[src/rtl/delay_tap_monitor_if.sv]
// delay_tap_monitor_if: stimulus and result bundle between the delay line under test and its monitor
interface delay_tap_monitor_if #(
    parameter int NTAPS = 5,
    parameter int CW    = 8
);
    logic                  arm;
    logic                  trig;
    logic [NTAPS-1:0]      taps;
    logic                  busy;
    logic                  done;
    logic [NTAPS-1:0]      seen;
    logic                  timeout;
    logic                  order_err;
    logic [NTAPS*CW-1:0]   delays;
    modport master (output arm, trig, taps, input busy, done, seen, timeout, order_err, delays);
    modport slave  (input arm, trig, taps, output busy, done, seen, timeout, order_err, delays);
endinterface

[src/rtl/delay_tap_monitor.sv]
// delay_tap_monitor: measures trigger-to-tap delays of a tapped delay line, flags misordering and timeout
module delay_tap_monitor #(
    parameter int NTAPS = 5,
    parameter int CW    = 8,
    parameter int TMAX  = 255
) (
    input logic             clk,
    input logic             reset,
    delay_tap_monitor_if.slave bus
);
    typedef enum logic [1:0] {IDLE, ARMED, MEASURE, DONE} state_t;
    state_t              state_q, state_d;
    logic                trig_q;
    logic [NTAPS-1:0]    taps_q;
    logic [CW-1:0]       cnt_q, cnt_d;
    logic [NTAPS-1:0]    seen_q, seen_d;
    logic [NTAPS*CW-1:0] delays_q, delays_d;
    logic                timeout_q, timeout_d;
    logic                order_q, order_d;
    logic                done_q, done_d;
    logic                trig_rise;
    logic [NTAPS-1:0]    tap_rise;
    logic [NTAPS-1:0]    cap;
    assign trig_rise     = bus.trig & ~trig_q;
    assign tap_rise      = bus.taps & ~taps_q;
    assign bus.busy      = (state_q == ARMED) || (state_q == MEASURE);
    assign bus.done      = done_q;
    assign bus.seen      = seen_q;
    assign bus.timeout   = timeout_q;
    assign bus.order_err = order_q;
    assign bus.delays    = delays_q;
    // Next state: arm handling, trigger wait, per-tap capture, completion and ordering check
    always_comb begin
        state_d   = state_q;
        cnt_d     = cnt_q;
        seen_d    = seen_q;
        delays_d  = delays_q;
        timeout_d = timeout_q;
        order_d   = order_q;
        done_d    = 1'b0;
        cap       = '0;
        case (state_q)
            IDLE, DONE: if (bus.arm) begin
                state_d   = ARMED;
                cnt_d     = '0;
                seen_d    = '0;
                delays_d  = '0;
                timeout_d = 1'b0;
                order_d   = 1'b0;
            end
            ARMED: if (trig_rise) begin
                cap     = tap_rise;
                cnt_d   = CW'(1);
                done_d  = &tap_rise;
                state_d = (&tap_rise) ? DONE : MEASURE;
            end
            MEASURE: begin
                cap = tap_rise & ~seen_q;
                if (&(seen_q | cap)) begin
                    state_d = DONE;
                    done_d  = 1'b1;
                end else if (cnt_q == CW'(TMAX)) begin
                    state_d   = DONE;
                    done_d    = 1'b1;
                    timeout_d = 1'b1;
                end else
                    cnt_d = cnt_q + CW'(1);
            end
            default: state_d = IDLE;
        endcase
        seen_d = seen_d | cap;
        for (int i = 0; i < NTAPS; i++)
            if (cap[i]) delays_d[i*CW +: CW] = cnt_q;
        for (int i = 1; i < NTAPS; i++)
            if (cap[i] && !(seen_q[i-1] || cap[i-1])) order_d = 1'b1;
    end
    // State and result registers with synchronous reset; edge-detect samples track inputs every cycle
    always_ff @(posedge clk) begin
        if (reset) begin
            state_q   <= IDLE;
            trig_q    <= 1'b0;
            taps_q    <= '0;
            cnt_q     <= '0;
            seen_q    <= '0;
            delays_q  <= '0;
            timeout_q <= 1'b0;
            order_q   <= 1'b0;
            done_q    <= 1'b0;
        end else begin
            state_q   <= state_d;
            trig_q    <= bus.trig;
            taps_q    <= bus.taps;
            cnt_q     <= cnt_d;
            seen_q    <= seen_d;
            delays_q  <= delays_d;
            timeout_q <= timeout_d;
            order_q   <= order_d;
            done_q    <= done_d;
        end
    end
endmodule

[src/flat_wrapper.sv]
// flat-port wrapper written by rule: the top's interface ports become plain ports
module delay_tap_monitor_flat 
#(
    parameter int NTAPS = 5,
    parameter int CW    = 8,
    parameter int TMAX  = 255
)
  (clk, reset, bus_arm, bus_trig, bus_taps, bus_busy, bus_done, bus_seen, bus_timeout, bus_order_err, bus_delays);
  delay_tap_monitor_if #(.NTAPS(NTAPS), .CW(CW)) bus_i ();
  input logic clk;
  input logic reset;
  input wire logic [$bits(bus_i.arm)-1:0] bus_arm;
  input wire logic [$bits(bus_i.trig)-1:0] bus_trig;
  input wire logic [$bits(bus_i.taps)-1:0] bus_taps;
  output wire logic [$bits(bus_i.busy)-1:0] bus_busy;
  output wire logic [$bits(bus_i.done)-1:0] bus_done;
  output wire logic [$bits(bus_i.seen)-1:0] bus_seen;
  output wire logic [$bits(bus_i.timeout)-1:0] bus_timeout;
  output wire logic [$bits(bus_i.order_err)-1:0] bus_order_err;
  output wire logic [$bits(bus_i.delays)-1:0] bus_delays;
  assign bus_i.arm = bus_arm;
  assign bus_i.trig = bus_trig;
  assign bus_i.taps = bus_taps;
  assign bus_busy = bus_i.busy;
  assign bus_done = bus_i.done;
  assign bus_seen = bus_i.seen;
  assign bus_timeout = bus_i.timeout;
  assign bus_order_err = bus_i.order_err;
  assign bus_delays = bus_i.delays;
  delay_tap_monitor #(.NTAPS(NTAPS), .CW(CW), .TMAX(TMAX)) u_core (.clk(clk), .reset(reset), .bus(bus_i));
endmodule
[config.mk]
export PLATFORM = sky130hd
export DESIGN_NAME = delay_tap_monitor_flat
export DESIGN_NICKNAME = d
export VERILOG_FILES = /design/src/rtl/delay_tap_monitor_if.sv /design/src/rtl/delay_tap_monitor.sv /design/src/flat_wrapper.sv
export SDC_FILE = /design/constraint.sdc
export NUM_CORES = 1
export LEC_CHECK = 0
export BUFFER_PORTS_ARGS = -buffer_cell sky130_fd_sc_hd__buf_2
export CAP_MARGIN = 5
export CORE_UTILIZATION = 40
export CTS_CLUSTER_DIAMETER = 50
export DETAILED_ROUTE_END_ITERATION = 7
export HOLD_SLACK_MARGIN = 0.06
export PLACE_DENSITY = 0.71
export SYNTH_ARGS = -nofsm -noshare
export SYNTH_HDL_FRONTEND = slang
export SYNTH_SLANG_ARGS = --single-unit
export TNS_END_PERCENT = 50
[constraint.sdc]
create_clock -name clk -period 2.44 [get_ports clk]
set_clock_uncertainty 0.2 [all_clocks]
set_input_delay 0.244 -clock clk [delete_from_list [all_inputs] [get_ports clk]]
set_output_delay 0.244 -clock clk [all_outputs]
set_load 0.05 [all_outputs]
Yosys cells after proc, flatten, opt, wreduce, memory -nomap -nowiden
Index checks and enable logic that the tools add are counted.

Muxes and demuxes: 35. Add/sub/neg operators: 1. Shift-type cells: 0. Equal/unequal tests: 10. Multiply operators: 0. Bitwise logic cells: 8. $lt $le $gt $ge: 0. Divide/modulo/power cells: 0. Reductions and logical operators: 39.

Operator list (count): two-way mux 40 bit (2); two-way mux 8 bit (9); case mux 8 bit (3 select lines) (1); nonzero test 2 bit (11); two-way mux 5 bit (3); two-way mux 1 bit (12); AND reduction 2 bit (6); AND 5 bit (2); NOT 5 bit (2); OR 5 bit (2); case mux 5 bit (2 select lines) (1); AND reduction 5 bit (2); nonzero test 5 bit (2); adder 8 x 1 -> 8 bit (second input constant) (1); == test 8 bit (second input constant) (1); two-way mux 2 bit (4); != test 2 bit (second input constant) (4); AND reduction 4 bit (2); case mux 2 bit (3 select lines) (1); logical OR 1 bit (5); == test 2 bit (second input constant) (2); logical AND 1 bit (4); logical NOT 1 bit (4); case mux 1 bit (2 select lines) (2); other kinds (8) (8).

Memory bits (read-only): 0. Word-level logic and storage cells: 106. Memories: 0. Bits in latches: 0. Bits in writable memories: 0. Register bits: 64.

Longest topological paths before layout
Gate-level depths: netlist (run 1).

Depth after elaboration: 11. Gate-level depth with buffers: 9. Mapped depth without buffers: 7.

Worst setup path after synthesis (run 1)
No wires, ideal clock.

Path kind: register -> register. From: register u_core.state_q[0]. To: register u_core.cnt_q[5]. Required time: 2.165 ns. Arrival: 2.063 ns. Stages on the path, launching flop included: 9. Period minus slack after synthesis: 2.338 ns. Slack: 0.102 ns. Buffers on the path: 1. Cell sequence: dfxtp_1 > inv_1 > ha_1 > buf_2 > inv_1 > nand2_1 > nor3_1 > nand3_1 > o22ai_1.

Longest elaborated chain between the ends: 4. Elaborated cells between the ends (all ways): 11.

Ends and longest elaborated chain: from (decl) (line delay_tap_monitor.sv:12) `state_t state_q, state_d;`; from (signal assigned) (line delay_tap_monitor.sv:90) `state_q <= state_d;`; == test 2 bit or logical NOT 2 bit (tied branches) (line delay_tap_monitor.sv:42) `case (state_q)`; OR reduction 2 bit (line delay_tap_monitor.sv:42); != test 2 bit (no source line); AND reduction 4 bit (no source line); to (signal assigned) (line delay_tap_monitor.sv:93) `cnt_q <= cnt_d;`; to (decl) (line delay_tap_monitor.sv:15) `logic [CW-1:0] cnt_q, cnt_d;`.

Several ways; a longest one is shown, not always the timed one. A chain may end at the register's enable or synchronous reset.

Worst setup path in the final report (run 1)
From: register u_core.state_q[0]. To: register u_core.cnt_q[1].

The elaborated chain is that of the path after synthesis.

==> results of run 1 <==
[sequential cells by signal, indices dropped and copies added (netlist names)]
signal / cells
u_core.taps_q: 5
u_core.bus.done: 1
u_core.state_q: 2
u_core.bus.order_err: 1
u_core.trig_q: 1
u_core.cnt_q: 8
u_core.bus.timeout: 1
u_core.bus.delays: 40
u_core.bus.seen: 5
[how the worst max path moves through the flow]
stage                                               from                            to  slack, ns  cells past startpoint
after floorplan           u_core.state_q[0]$_SDFFE_PP0P_  u_core.cnt_q[5]$_SDFFE_PP0P_       0.10                      8
after global routing      u_core.state_q[0]$_SDFFE_PP0P_  u_core.cnt_q[1]$_SDFFE_PP0P_      0.001                      7
after detailed placement  u_core.state_q[0]$_SDFFE_PP0P_  u_core.cnt_q[1]$_SDFFE_PP0P_       0.20                      7
after CTS                 u_core.state_q[0]$_SDFFE_PP0P_  u_core.cnt_q[1]$_SDFFE_PP0P_       0.19                      7
after global placement    u_core.state_q[0]$_SDFFE_PP0P_  u_core.cnt_q[1]$_SDFFE_PP0P_       0.28                      7
final                     u_core.state_q[0]$_SDFFE_PP0P_  u_core.cnt_q[1]$_SDFFE_PP0P_       0.15                      7
[layout make-up]
class	instances	area [um2]	share of cell area, %
inverter	13	48.80	1.451
clock buffer	11	141.4	4.205
timing repair buffer	81	480.5	14.29
multi-input combinational	222	1257	37.40
tap	77	96.34	2.866
sequential	64	1281	38.11
clock inverter	5	56.30	1.675
[cell usage after synthesis (3+ instances only)]
cell	n
and3_4	3
a22o_1	7
clkbuf_1	14
dfxtp_1	64
o22ai_1	4
nand3_1	38
ha_1	3
o21ai_1	3
nand4_1	3
nor2b_1	9
nor3_1	6
o21a_1	4
nand2b_1	14
buf_6	4
a21oi_1	49
and3_1	3
nand2_1	37
nor2_1	9
a31oi_1	3
inv_1	13
[routing by layer]
| layer | share of wire [%] | vias up |
|---|---|---|
| met1 | 44 | 1157 |
| met3 | 6.1 | 18 |
| met4 | 2.7 | 0 |
| li1 | - | 1269 |
| met5 | 0 | - |
| met2 | 47 | 81 |
[stage by stage]
stage	power, W	util [%]	cells
floorplan	0.001620	-	319
global placement	0.001754	48.33	451
detailed placement	0.001765	48.33	451
CTS	0.002673	52.35	473
global route	0.002791	52.35	473
finish	0.002672	52.35	473
[timing repair]
item | 4_1_cts | 5_1_grt
hold buffers | 6 | 0
setup endpoints to repair | 0 | 0
hold endpoints to repair | 6 | 0
[kinds of logic (layout without fill, tap and decap cells)]
logic type / count (synthesis) / count (layout)
multiplexers: 1 / 1
flip-flops: 64 / 64
adder cells (fa/ha/maj): 3 / 3
AO/OA/AOI/OAI: 85 / 85
AND/OR/NAND/NOR: 133 / 133
buffers and inverters: 33 / 110
[power by group]
group          switching (W)  internal, W
registers          0.0000241      0.00108
logic               0.000459     0.000198
clock network       0.000416     0.000498
[placed cells by master (no fill, tap or decap), drive strengths merged, types with 2 or more instances in the layout]
master / instances
a22o: 8
dfxtp: 64
nand3b: 2
inv: 13
nor2b: 9
a31oi: 3
nand3: 38
and3: 6
a22oi: 2
a211o: 2
clkbuf: 11
and3b: 2
a211oi: 2
ha: 3
nand2b: 14
a21oi: 49
nor2: 9
nor3: 6
o21a: 4
nand4: 3
o21ai: 5
buf: 75
dlygate4sd3: 6
clkinv: 3
o31ai: 2
nand2: 37
o22ai: 4
[worst max-delay path: cells and delay by family (launching register included)]
family | cells | cell delay, ns
simple gates | 2 | 0.62
fa+ha+maj | 1 | 0.44
buf+inv | 1 | 0.06
flops | 1 | 0.36
compound gates | 3 | 0.54
==> results by group, run 1 <==
Route
  – 1st-iter DRT viols: between 100 and 150
  – DRT Wirelength: slightly above 7000 um
  – ANT nets after route: 0
  – Avg WL per Cell: approximately 15 um
  – Via density: 5.338
  – DRC Markers: 10
  – Total number of vias: 2525
  – Pre-antenna DRT Iters: 7

Floorplanning
  – Die Wd: 84.09 um
  – Die Area: 0.007070 mm2
  – Row count: 29
  – Die Span Y: 84.09 um
  – Core area: 0.006422 mm2
  – Starting density of the core: 41.96%
  – # IOs: 58

Layout
  – Final instance area: around 0.0034 mm2
  – # fillers: ~610
  – Antenna diodes: 0
  – Share of post-route cells with drive strength above 1: 24.24%
  – Fin nets: 403
  – Layout area overhead: 24.74%

Power and ir drop
  – Peak VDD IR: 331.6 uV
  – Pwr dens: 794.7 mW/mm2
  – Leakage power: ~1.4 nW

Yosys
  – Post-synth top area cell: dfxtp_1
  – Synth warn: 0
  – Sequential area share after synthesis: 47.54%
  – Main combinational cell family by area after synthesis: simple AND/OR/NAND/NOR gates
  – Asr flop ratio synth: 0%
  – Distinct cells, synth: 43
  – Main area contributors after synthesis: dfxtp_1, a21oi_1, nand3_1
  – Mux cell area share after synthesis: less than 1%
  – Area of the mapped netlist: between 0.002 and 0.003 mm2
  – FF+latch count, synth: 64
  – Post-Synth Simple-Gate Area: 25.63%
  – Avg Cell Area, Syn: 8.449 um2
  – Post-synthesis compound-gate area fraction: between 10% and 20%
  – Post-synth EDFFs: 0
  – Most used flip-flop cell after synthesis: dfxtp_1
  – Synth Instances: around 320
  – Synth top area share: 47.54%
  – Area share of fa/ha/maj cells after synthesis: under 10%
  – Xor/xnor share of the synthesized area: 0%
  – Syn Nets: 331

STA
  – Post-route minimum period: 2.287 ns
  – Fin. Hold Viols: 0
  – Setup TNS: 0 ns
  – Worst-Margin Slew: between 0.7 and 0.8 ns
  – Rel. slew slack: 53.08%
  – Final setup fails: 0
  – Setup WS post-layout: 0.1530 ns
  – Final period util: a little over nine tenths
  – Hold slack: around 0.12 ns
  – F_max: 437.3 MHz
  – Fin. max-slew vios: 0
  – RSZ-0062 raised after global routing: false

Clock network
  – # H-tree levels: 3
  – Clock root cell: clkbuf_8
  – Post CTS Setup Buffer Count: 0
  – Clock Sinks: 64
  – Total CTS buffers: 9
  – Worst-path clk slew: 0.06 ns
  – Deepest clock path buffer count: 2
  – CTS tree: done
  – Post-CTS sizing: 0
  – Clock Latency Late Sink: approximately 0.34 ns

GRT
  – Most Crowded Layer GR: met2
  – First-pass GRT wire length: 11700 um
  – Met3 track demand over resource: 5.539%
  – Met1 Usage GRT: a little over a quarter
  – Met2 GRT Util: 34.20%
  – Grt ovf: 0
  – Number of global-route vias before repair: 2417
  – Pin count of the biggest net entering global routing: 41
  – Total Routing Usage GR: around 22%
  – Initial antenna violation count: 0

Outcome
  – Status: finished, violations left
  – Failing checks: DRC

Setup path
  – CP max-delay cell: or4b_1
  – Slowest stage delay, CP: 0.47 ns
  – CP Capture Type: register
  – Critical path class: register to register
  – Reg2reg setup slack: 0.15 ns
  – Crit path launch type: register
  – Reg-to-Reg End: u_core.cnt_q[1]$_SDFFE_PP0P_
  – Arrival time worst endpoint: 2.36 ns
  – R2R cell count: 7
  – Worst-path fanout max: 12
  – RR Startpoint: u_core.state_q[0]$_SDFFE_PP0P_
  – Critical path cell sequence: inv_1 -> ha_1 -> nand2b_1 -> o21ai_0 -> a211o_1 -> or4b_1 -> a21oi_1
  – Worst EP required: 2.51 ns

Placed design
  – Dpl hpwl: 4776 um
  – Area after DPL: 0.003104 mm2
  – I/O Buffers: 57
  – GP Congestion: 0.8214
  – Post-place setup slack: between 0.2 and 0.25 ns

Min path
  – Hold-critical path depth: 3
  – Hold WC Path Type: primary input to register
  – Hold path startpoint: bus_arm
  – Worst Hold End: u_core.bus.seen[3]$_SDFF_PP0_

Flow run
  – Max-cap violations: 0
No activity file was read; power rests on OpenSTA's default activity.
==> inputs of run 2 (changes only) <==
--- a/config.mk
+++ b/config.mk
@@ -7,11 +7,13 @@
 export LEC_CHECK = 0
 export BUFFER_PORTS_ARGS = -buffer_cell sky130_fd_sc_hd__buf_2
 export CAP_MARGIN = 5
-export CORE_UTILIZATION = 40
+export CELL_PAD_IN_SITES_DETAIL_PLACEMENT = 0
+export CELL_PAD_IN_SITES_GLOBAL_PLACEMENT = 2
+export CORE_UTILIZATION = 31
 export CTS_CLUSTER_DIAMETER = 50
 export DETAILED_ROUTE_END_ITERATION = 7
 export HOLD_SLACK_MARGIN = 0.06
-export PLACE_DENSITY = 0.71
+export PLACE_DENSITY = 0.87
 export SYNTH_ARGS = -nofsm -noshare
 export SYNTH_HDL_FRONTEND = slang
 export SYNTH_SLANG_ARGS = --single-unit
==> results by group, run 2 (same netlist as run 1, synthesis figures left out) <==
Flow run
  – Max-cap violations: 0

STA
  – Rel. slew slack: 66.70%
  – Final setup fails: 0
  – Post-route minimum period: 2.268 ns
  – Setup TNS: 0 ns
  – Hold slack: approximately 0.093 ns
  – Setup WS post-layout: 0.1719 ns
  – Final period util: between 90 and 100%
  – Worst-Margin Slew: 0.4995 ns
  – RSZ-0062 raised after global routing: false
  – Fin. Hold Viols: 0
  – Fin. max-slew vios: 0
  – F_max: roughly 440 MHz

Min path
  – Hold WC Path Type: primary input to register

Clock network
  – Clock Sinks: 64
  – Total CTS buffers: 9
  – Deepest clock path buffer count: 2
  – Post CTS Setup Buffer Count: 0
  – Hold Buf Count CTS: 6
  – Clock root cell: clkbuf_8
  – Post-CTS sizing: 0
  – # H-tree levels: 3
  – CTS tree: done
  – Clock Latency Late Sink: 0.33 ns
  – Worst-path clk slew: around 0.07 ns

Power and ir drop
  – P_int: 0.001880 W
  – Peak VDD IR: around 270 uV
  – Leakage power: about 1.4 nW
  – Comb power frac: a little under a quarter
  – Sw frac: 32.53%
  – Switching Power: 0.0009062 W
  – Flop pwr share: 39.5%
  – Pwr dens: 816.2 mW/mm2
  – Clk pwr share: ~36%

Setup path
  – Critical path class: register to register
  – Worst-path fanout max: 12
  – Arrival time worst endpoint: 2.33 ns
  – Worst EP required: 2.51 ns
  – CP Capture Type: register
  – Crit path launch type: register
  – Reg2reg setup slack: 0.17 ns

Floorplanning
  – Starting density of the core: 32.47%
  – Row count: 33
  – Die Span Y: 95.24 um
  – Die Wd: 95.24 um
  – Die Area: slightly above 0.009 mm2
  – Core area: 0.008299 mm2
  – # IOs: 58

GRT
  – Initial antenna violation count: 0
  – Pin count of the biggest net entering global routing: 31
  – Total Routing Usage GR: between 10% and 20%
  – Number of global-route vias before repair: roughly 2300
  – First-pass GRT wire length: about 12000 um
  – Grt ovf: 0

Outcome
  – Status: completed

Route
  – ANT nets after route: 0
  – DRC Markers: 0
  – DRT Wirelength: around 7700 um
  – Avg WL per Cell: 15.32 um
  – 1st-iter DRT viols: ~120
  – Via density: 5.126
  – Total number of vias: 2563
  – Pre-antenna DRT Iters: 4

Layout
  – Layout area overhead: 26.65%
  – Most frequent cells in the layout: dfxtp_1, buf_2, a21oi_1
  – Final instance area: 0.003413 mm2
  – Share of post-route cells with drive strength above 1: 24.05%
  – Fin nets: 402
  – Number of flip-flops in the largest register: 40
  – Commonest non-fill, non-tap cell in the layout: dfxtp_1
  – Antenna diodes: 0
  – # fillers: ~860

Placed design
  – Post-place setup slack: between 0.15 and 0.2 ns
  – Area after DPL: ~0.0031 mm2
  – I/O Buffers: 57
  – Dpl hpwl: 5234 um
  – GP Congestion: approximately 0.83
-- run 2: cell types whose count changed in the layout (fill, tap and decap cells not counted), sizes merged --
cell,before,now
clkinv,3,1
buf,75,74
bufinv,1,2
clkinvlp,1,2
-- run 2: worst paths after layout --
| kind | startpoint | to | cells past startpoint |
|---|---|---|---|
| min | reset | u_core.bus.delays[6]$_SDFFE_PP0P_ | 2 |
| max reg2reg | u_core.state_q[0]$_SDFFE_PP0P_ | u_core.cnt_q[1]$_SDFFE_PP0P_ | 7 |
| min reg2reg | u_core.bus.delays[6]$_SDFFE_PP0P_ | u_core.bus.delays[6]$_SDFFE_PP0P_ | 2 |
| max | u_core.state_q[0]$_SDFFE_PP0P_ | u_core.cnt_q[1]$_SDFFE_PP0P_ | 7 |
-- run 2: stage by stage --
stage	cells	utilization [%]	power [W]
after detailed placement	478	37.74	0.001782
after global routing	500	41.13	0.002911
after global placement	478	37.74	0.001777
after floorplan	319	-	0.001620
after CTS	500	41.13	0.002800
final	500	41.13	0.002786
-- run 2: area by class of cell --
type / instances / area, um2 / area share [%]
well taps: 105 / 131.4 / 3.849
clock inverters: 5 / 80.08 / 2.346
repair buffers: 80 / 473.0 / 13.86
multi-input cells: 222 / 1257 / 36.84
flip-flops and latches: 64 / 1281 / 37.54
inverters: 13 / 48.80 / 1.430
clock buffers: 11 / 141.4 / 4.142
-- run 2: per-layer routing --
metal | routed length [um] | GRT usage [%] | vias up
met1 | 3624 | 23.94 | 1228
met4 | 82 | 7.323 | 0
met5 | 0 | 0 | -
li1 | - | - | 1264
met3 | 369 | 2.951 | 8
met2 | 3582 | 26.90 | 63
-- run 2: power groups by stage --
stage                     clock (W)  combinational [W]  sequential [W]
after floorplan                   0           0.000452         0.00117
after global placement            0           0.000652         0.00112
after detailed placement          0           0.000657         0.00112
after CTS                   0.00103           0.000667         0.00110
after global routing        0.00107           0.000733         0.00111
final                       0.00102           0.000669         0.00110
-- run 2: worst max-delay path, stage by stage (launching register included) --
cell and delay, ns:
dfxtp_1 0.36, inv_1 0.05, ha_1 0.45, nand2b_1 0.15, o21ai_0 0.12, a211o_1 0.25
or4b_1 0.47, a21oi_1 0.14
==> inputs of run 3 (changes only) <==
--- a/config.mk
+++ b/config.mk
@@ -5,13 +5,14 @@
 export SDC_FILE = /design/constraint.sdc
 export NUM_CORES = 1
 export LEC_CHECK = 0
-export BUFFER_PORTS_ARGS = -buffer_cell sky130_fd_sc_hd__buf_2
+export BUFFER_PORTS_ARGS = -buffer_cell sky130_fd_sc_hd__clkbuf_2
 export CAP_MARGIN = 5
 export CELL_PAD_IN_SITES_DETAIL_PLACEMENT = 0
 export CELL_PAD_IN_SITES_GLOBAL_PLACEMENT = 2
 export CORE_UTILIZATION = 31
 export CTS_CLUSTER_DIAMETER = 50
 export DETAILED_ROUTE_END_ITERATION = 7
+export GPL_TIMING_DRIVEN = 0
 export HOLD_SLACK_MARGIN = 0.06
 export PLACE_DENSITY = 0.87
 export SYNTH_ARGS = -nofsm -noshare
==> results by group, run 3 (same netlist as run 1, synthesis figures left out) <==
Placed design
  – Area after DPL: between 0.003 and 0.004 mm2
  – I/O Buffers: 57
  – GP Congestion: 0.8274
  – Dpl hpwl: 5391 um

GRT
  – Total Routing Usage GR: 18.62%
  – Number of global-route vias before repair: between 2000 and 2500
  – Met3 track demand over resource: 4.306%
  – First-pass GRT wire length: ~13000 um
  – Grt ovf: 0
  – Met1 Usage GRT: about a quarter
  – Pin count of the biggest net entering global routing: 11
  – Most Crowded Layer GR: met2
  – Met2 GRT Util: 30.12%
  – Initial antenna violation count: 0

Setup path
  – Worst EP required: 2.50 ns
  – Worst-path fanout max: 9
  – CP Capture Type: register
  – Critical path class: register to register
  – CP top delay family: simple AND/OR/NAND/NOR gates
  – CP max-delay cell: or4b_1
  – Crit path launch type: register
  – CP most frequent cell: and3_4
  – Critical path cell sequence: ha_1 -> and3_4 -> and3_4 -> a211o_1 -> buf_6 -> or4b_1 -> a21oi_1
  – Arrival time worst endpoint: 2.49 ns
  – Buf+Inv Stages, Crit Path: 1
  – Slowest stage delay, CP: 0.47 ns

Layout
  – Reg area: 0.001281 mm2
  – Post-Route Utilization: 40.59%
  – Fin nets: 406
  – Multi-input gate area: roughly 0.0013 mm2
  – Layout area overhead: 24.98%
  – Antenna diodes: 0
  – Share of post-route cells with drive strength above 1: a little under a quarter
  – # fillers: between 800 and 900
  – Commonest non-fill, non-tap cell in the layout: dfxtp_1
  – Final instance area: 0.003368 mm2
  – Number of flip-flops in the largest register: 40
  – Most frequent cells in the layout: dfxtp_1, clkbuf_2, a21oi_1

Route
  – 1st-iter DRT viols: roughly 110
  – Avg WL per Cell: ~16 um
  – Total number of vias: around 2600
  – DRT Wirelength: a little under 8000 um
  – Pre-antenna DRT Iters: 5
  – Via density: 5.100
  – DRC Markers: 0
  – ANT nets after route: 0

STA
  – Rel. slew slack: 52.92%
  – Final setup fails: 0
  – RSZ-0062 raised after global routing: true
  – F_max: 410.9 MHz
  – Post-route minimum period: 2.434 ns
  – Final period util: between 90 and 100%
  – Fin. Hold Viols: 0
  – Fin. max-slew vios: 0
  – Worst-Margin Slew: just over 0.7 ns

Power and ir drop
  – Peak VDD IR: 263.6 uV
  – Pwr dens: 768.1 mW/mm2
  – Leakage power: 1.297 nW
  – Tot Pwr: 0.002587 W

Clock network
  – Worst-path clk slew: ~0.060 ns
  – CTS tree: done
  – Clock Latency Late Sink: 0.33 ns
  – Total CTS buffers: 9
  – Deepest clock path buffer count: 2
  – Clock root cell: clkbuf_8
  – # H-tree levels: 3
  – Clock Sinks: 64

Floorplanning
  – Core area: 0.008299 mm2
  – Die Area: 0.009071 mm2
  – Die Span Y: 95.24 um
  – Starting density of the core: 32.47%
  – Die Wd: 95.24 um
  – # IOs: 58
  – Row count: 33

Outcome
  – Status: completed

Min path
  – Hold WC Path Type: primary input to register

Flow run
  – Max-cap violations: 0
[run 3: timing repair]
action	in CTS	in global routing
setup endpoints to repair	8	34
hold buffers	6	0
pin swaps	0	1
endpoints found under the hold margin	6	0
gates cloned	0	0
setup buffers	0	2
gates resized for setup	1	9
[run 3: through the flow]
step	TNS [ns]	worst slack [ns]	hold WS (ns)	std cells
2_1_floorplan	0	0.1016	0.1722	319
3_3_place_gp	-0.006312	-0.006312	0.2573	481
3_5_place_dp	-0.1834	-0.03512	0.2573	481
4_1_cts	0	0.02197	0.1444	500
5_1_grt	-0.04165	-0.04165	0.1819	502
6_report	0	0.006068	0.1729	502
[run 3: power breakdown]
part | internal, W | switching (W) | leakage (nW) | total [W]
logic | 0.000212 | 0.000485 | 0.696 | 0.000697
clock network | 0.000379 | 0.000399 | 0.0838 | 0.000778
registers | 0.00108 | 0.0000350 | 0.518 | 0.00111
[run 3: worst min-delay path, cell delays in order]
cell and delay (ns):
clkbuf_2 0.16, nor3_2 0.10, nand4_1 0.09, o31ai_1 0.06
[run 3: layer usage]
layer / vias up / part of all wire (%)
met1: 1218 / 49
met3: 7 / 4.6
met2: 62 / 46
met4: 0 / 0.72
li1: 1273 / -
met5: - / 0
[run 3: worst paths after layout]
check                                         start                           endpoint  slack, ns  depth (start not counted)
hold reg to reg   u_core.bus.delays[1]$_SDFFE_PP0P_  u_core.bus.delays[1]$_SDFFE_PP0P_       0.27                          2
hold / removal                                reset       u_core.cnt_q[4]$_SDFFE_PP0P_       0.17                          4
setup reg to reg       u_core.cnt_q[0]$_SDFFE_PP0P_       u_core.cnt_q[1]$_SDFFE_PP0P_      0.006                          7
setup / recovery       u_core.cnt_q[0]$_SDFFE_PP0P_       u_core.cnt_q[1]$_SDFFE_PP0P_      0.006                          7
[run 3: layout make-up]
cell class	instances	share of cell area, %
tap	105	3.900
clock buffer	10	4.086
inverter	13	1.449
clock inverter	4	0.6686
sequential	64	38.04
timing repair buffer	65	10.70
buffer	19	3.120
multi-input combinational	222	38.04
